File: config.mk
export PLATFORM = sky130hd
export DESIGN_NAME = uart_tx_arbiter
export DESIGN_NICKNAME = d
export VERILOG_FILES = /design/src/rtl/uart_tx_arbiter.sv
export SDC_FILE = /design/constraint.sdc
export NUM_CORES = 1
export LEC_CHECK = 0
export BUFFER_PORTS_ARGS = -buffer_cell sky130_fd_sc_hd__buf_2
export CORE_ASPECT_RATIO = 0.8
export CORE_MARGIN = 4
export CORE_UTILIZATION = 25
export CTS_CLUSTER_DIAMETER = 150
export DETAILED_ROUTE_END_ITERATION = 6
export RECOVER_POWER = 50
export SETUP_SLACK_MARGIN = 0.2
export SLEW_MARGIN = 30
export SYNTH_ARGS = -nofsm -noshare
export SYNTH_HDL_FRONTEND = slang
export SYNTH_SLANG_ARGS = --single-unit
File: constraint.sdc
create_clock -name clk -period 3.85 [get_ports clk]
set_input_delay 0.1925 -clock clk [delete_from_list [all_inputs] [get_ports clk]]
set_output_delay 0.1925 -clock clk [all_outputs]
set_load 0.02 [all_outputs]
File: src/rtl/uart_tx_arbiter.sv
// rtl/uart_tx_arbiter.sv - round-robin packet arbiter for four byte sources sharing one UART transmitter
// Optional packet header byte (HDR_BASE | grantee) enabled by defining UART_ARB_HDR_EN.
module uart_tx_arbiter #(
  parameter logic [7:0] HDR_BASE = 8'hA0
) (
  input  logic        clk,
  input  logic        rst,
  input  logic [3:0]  req,
  input  logic [31:0] req_dat,
  input  logic [3:0]  req_last,
  output logic [3:0]  ack,
  output logic [3:0]  grant,
  output logic        uart_wr,
  output logic [7:0]  uart_dat,
  input  logic        uart_tx_busy,
  output logic        arb_busy
);

  localparam logic [2:0] IDLE   = 3'd0;
`ifdef UART_ARB_HDR_EN
  localparam logic [2:0] HDR    = 3'd1;
`endif
  localparam logic [2:0] SEND   = 3'd2;
  localparam logic [2:0] SETTLE = 3'd3;
  localparam logic [2:0] DRAIN  = 3'd4;

  logic [2:0] state;
  logic [1:0] rr_ptr;
  logic [1:0] gidx;
  logic       last_q;
  logic [1:0] win;
  logic       win_vld;
  logic [7:0] cur_dat;

`ifndef UART_ARB_HDR_EN
  // Keeps the header parameter referenced when header support is compiled out.
  logic [7:0] hdr_base_unused;
  assign hdr_base_unused = HDR_BASE;
`endif

  // Descending scan so the requester closest to rr_ptr is the one left standing.
  always_comb begin
    win_vld = 1'b0;
    win     = rr_ptr;
    for (int i = 3; i >= 0; i--) begin
      if (req[rr_ptr + 2'(i)]) begin
        win     = rr_ptr + 2'(i);
        win_vld = 1'b1;
      end
    end
  end

  assign cur_dat = req_dat[{gidx, 3'b000} +: 8];

  always_ff @(posedge clk or posedge rst) begin
    if (rst) begin
      state    <= IDLE;
      grant    <= 4'b0000;
      ack      <= 4'b0000;
      uart_wr  <= 1'b0;
      uart_dat <= 8'h00;
      arb_busy <= 1'b0;
      rr_ptr   <= 2'd0;
      gidx     <= 2'd0;
      last_q   <= 1'b0;
    end else begin
      uart_wr <= 1'b0;
      ack     <= 4'b0000;
      case (state)
        IDLE: begin
          if (win_vld && !uart_tx_busy) begin
            gidx     <= win;
            grant    <= 4'b0001 << win;
            arb_busy <= 1'b1;
`ifdef UART_ARB_HDR_EN
            state    <= HDR;
`else
            state    <= SEND;
`endif
          end
        end
`ifdef UART_ARB_HDR_EN
        HDR: begin
          if (!uart_tx_busy) begin
            uart_wr  <= 1'b1;
            uart_dat <= HDR_BASE | {6'b000000, gidx};
            last_q   <= 1'b0;
            state    <= SETTLE;
          end
        end
`endif
        SEND: begin
          if (req[gidx] && !uart_tx_busy) begin
            uart_wr  <= 1'b1;
            ack      <= 4'b0001 << gidx;
            uart_dat <= cur_dat;
            last_q   <= req_last[gidx];
            state    <= SETTLE;
          end
        end
        // The UART busy flag rises one cycle after wr, so it is not trusted here.
        SETTLE: state <= DRAIN;
        DRAIN: begin
          if (!uart_tx_busy) begin
            if (last_q) begin
              state    <= IDLE;
              grant    <= 4'b0000;
              arb_busy <= 1'b0;
              rr_ptr   <= gidx + 2'd1;
            end else begin
              state <= SEND;
            end
          end
        end
        default: begin
          state    <= IDLE;
          grant    <= 4'b0000;
          arb_busy <= 1'b0;
        end
      endcase
    end
  end

endmodule
==> flow_summary.json <==
{
  "outcome": "finished, final reports clean",
  "min_path_cells": 3,
  "r2r_end": "uart_dat[6]$_DFFE_PP0P_",
  "final_nets": 224,
  "critPathBufInv": 0,
  "syn2layout_area_growth_pct": 32.15,
  "cts.repair.resized": 0,
  "fin_skew_ns": 0.002402,
  "cap_violations": 0,
  "worst-path-max-fanout": 14,
  "port_buffers": 60,
  "required_ns": 4.01,
  "place.gp.congestion": 0.6561,
  "drive_above_1_share": 0.4375,
  "n_antenna_cell": 0,
  "grt_usage": 0.09289,
  "gr-total-overflow": 0,
  "cp-end-kind": "flop",
  "synth_enable_flop_cells": 0,
  "r2r_cells": 3,
  "finalHoldViolCount": 0,
  "die_x_um": 91.82,
  "post-route-min-period_ns": 2.145,
  "syn-num-nets": 162,
  "fmax_mhz": 466.2,
  "grt_max_degree": 27,
  "rows": 24,
  "grt_pass1_vias": 995,
  "post-place-ws_ns": 1.641,
  "cts_tree": "built",
  "dr.pass1.iters": 3,
  "p_leak_uw": 0.0008530,
  "hold_class": "input pin to flop",
  "synth_common_cells": "dfrtp_1 (26), mux2_2 (10), mux4_2 (10)",
  "multi_input_area_um2": 704.4,
  "slowest_delay_ns": 0.81,
  "synth_area_leaders": "dfrtp_1 (46%), mux4_2 (16%), mux2_2 (8.0%), ha_1 (3.6%), o21ai_0 (2.5%)",
  "postCtsSetupRepairBufs": 0,
  "postSynthAreaPerCell_um2": 12.22,
  "die_y_um": 75.06,
  "io_pins": 61,
  "reg2reg_slack_ns": 1.71,
  "cp-start-kind": "flop",
  "regArea_um2": 650.6,
  "worst_slew_pin_slew_ns": 0.9489,
  "drc_errors": 0,
  "fin_ws_ns": 1.705,
  "r2r_start": "gidx[0]$_DFFE_PP0P_",
  "synth-seq-area-share": 0.4630,
  "cts_buffer_depth": 2,
  "path_cells": "mux4_2, and3_1, mux2_2",
  "grt_pass1_wl_mm": 5.133,
  "fillers": 550,
  "synth_cells": 115,
  "path_delay_family": "flip-flops",
  "design_area_um2": 1857,
  "synth_top_area_frac": 0.4630,
  "die-area_um2": 6892,
  "muxShareOfSynthArea": 0.2404,
  "crit_arrival_ns": 2.30,
  "dpl.hpwl_mm": 2.640,
  "setup_viol": 0,
  "cts_sinks": 26,
  "hold_buffers": 1,
  "rsz0062_at_grt": "no",
  "synthAdderAreaFrac": 0.03562,
  "ir_drop_mv": 0.2649,
  "slowest_stage": "dfrtp_1",
  "yosysMostFrequentCell": "dfrtp_1",
  "cp_num_cells": 3,
  "path_clk_slew_ns": 0.09,
  "synth-seq-cells": 26,
  "place_area_um2": 1787,
  "yosys.area.top_type": "dfrtp_1",
  "finalMaxSlewViolations": 0,
  "hold_start": "uart_tx_busy",
  "synthSimpleGateAreaFrac": 0.1256,
  "via_per_inst": 4.433,
  "drtIter0Drc": 77,
  "post_drt_wl_per_cell_um": 12.96,
  "antenna_found_initial": 0,
  "wirelength_mm": 3.292,
  "yosys_warnings": 0,
  "antenna_left": 0,
  "fin_setup_tns_ns": 0,
  "synth.distinct_cells": 31,
  "period_share": 0.5571,
  "insertion_delay_ns": 0.26,
  "critical_path_class": "flop to flop",
  "numCtsBuffers": 3,
  "root_buffer": "clkbuf_8",
  "final_core_util": 0.3416,
  "synth_top_family_by_area": "multiplexers",
  "power.density_nw_per_um2": 661.7,
  "htree_levels": 1,
  "max_slew_margin": 0.3667,
  "synth_ff_type": "dfrtp_1",
  "core_um2": 5435,
  "yosys.area_share.xor_xnor": 0,
  "syn-cell-area_um2": 1405,
  "min_to": "state[2]$_DFFE_PP0P_",
  "async_reset_ff_frac": 1.000,
  "fin_hold_ws_ns": 0.2203,
  "synth_compound_area_frac": 0.09973,
  "initial_core_util": 0.2585,
  "via_count": 1126
}
[cell families after synthesis]
family	Yosys count
AOI/OAI and AO/OA	22
adders and majority gates	4
buffers and inverters	13
DFF	26
muxes	20
and+or+nand+nor	30
[sequential cells by signal (all words and copies together) (netlist names)]
name,flops
uart_wr,1
rr_ptr,2
state,3
grant,4
ack,4
arb_busy,1
last_q,1
uart_dat,8
gidx,2
[layout make-up]
type / instances / share of cell area
Multi-Input combinational cell: 76 / 0.3794
Sequential cell: 26 / 0.3504
Timing Repair Buffer: 61 / 0.1611
Tap cell: 78 / 0.05256
Clock buffer: 3 / 0.02224
Inverter: 9 / 0.01819
Clock inverter: 1 / 0.01617
[placed cells by master (no fill, tap or decap), types with 2 or more instances in the layout]
cell      Yosys  routed
inv_1         9       9
a21oi_1       2       2
and3_1        2       2
mux2_2       10      10
and2_1        4       4
dfrtp_1      26      26
nor2_1        4       4
clkbuf_8      0       3
nor4_1        2       2
clkbuf_1      1       9
nand2_1       5       5
o22ai_1       5       5
mux4_2       10      10
nor2b_1       3       3
o21ai_0       7       7
nand2b_1      4       4
buf_2         1      51
ha_1          4       4
or4_4         2       2
[worst reg2reg max path, stage by stage, from the launching register on]
cell	delay [ns]
dfrtp_1	0.81
mux4_2	0.35
and3_1	0.49
mux2_2	0.40
[per-stage QoR]
step           cells  power, uW
2_1_floorplan    115      858.4
3_3_place_gp     249       1021
3_5_place_dp     249       1031
4_1_cts          254       1256
5_1_grt          254       1322
6_report         254       1229
[per-layer routing]
layer,global-route usage,vias up,wire (um)
met5,0,-,0
met4,0.01483,0,29
met3,0.01798,2,57
met2,0.1425,10,1737
met1,0.1391,571,1467
li1,-,543,-
[power by group]
group | total (uW) | leakage [uW] | internal, uW | switching [uW]
clock network | 222 | 0.0000357 | 139 | 83.4
registers | 493 | 0.000332 | 377 | 116
logic | 514 | 0.000485 | 257 | 257
total | 1230 | 0.000853 | 773 | 456
[how the worst max path moves through the flow]
stage | start | end | slack [ns]
floorplan | state[0]$_DFFE_PP0P_ | grant[1]$_DFFE_PP0P_ | 1.98
global placement | gidx[0]$_DFFE_PP0P_ | uart_dat[0]$_DFFE_PP0P_ | 1.69
detailed placement | gidx[0]$_DFFE_PP0P_ | uart_dat[4]$_DFFE_PP0P_ | 1.64
CTS | gidx[0]$_DFFE_PP0P_ | uart_dat[6]$_DFFE_PP0P_ | 1.63
global route | gidx[0]$_DFFE_PP0P_ | uart_dat[6]$_DFFE_PP0P_ | 1.47
finish | gidx[0]$_DFFE_PP0P_ | uart_dat[6]$_DFFE_PP0P_ | 1.71
Note: power is estimated with default switching activity, not from simulation.
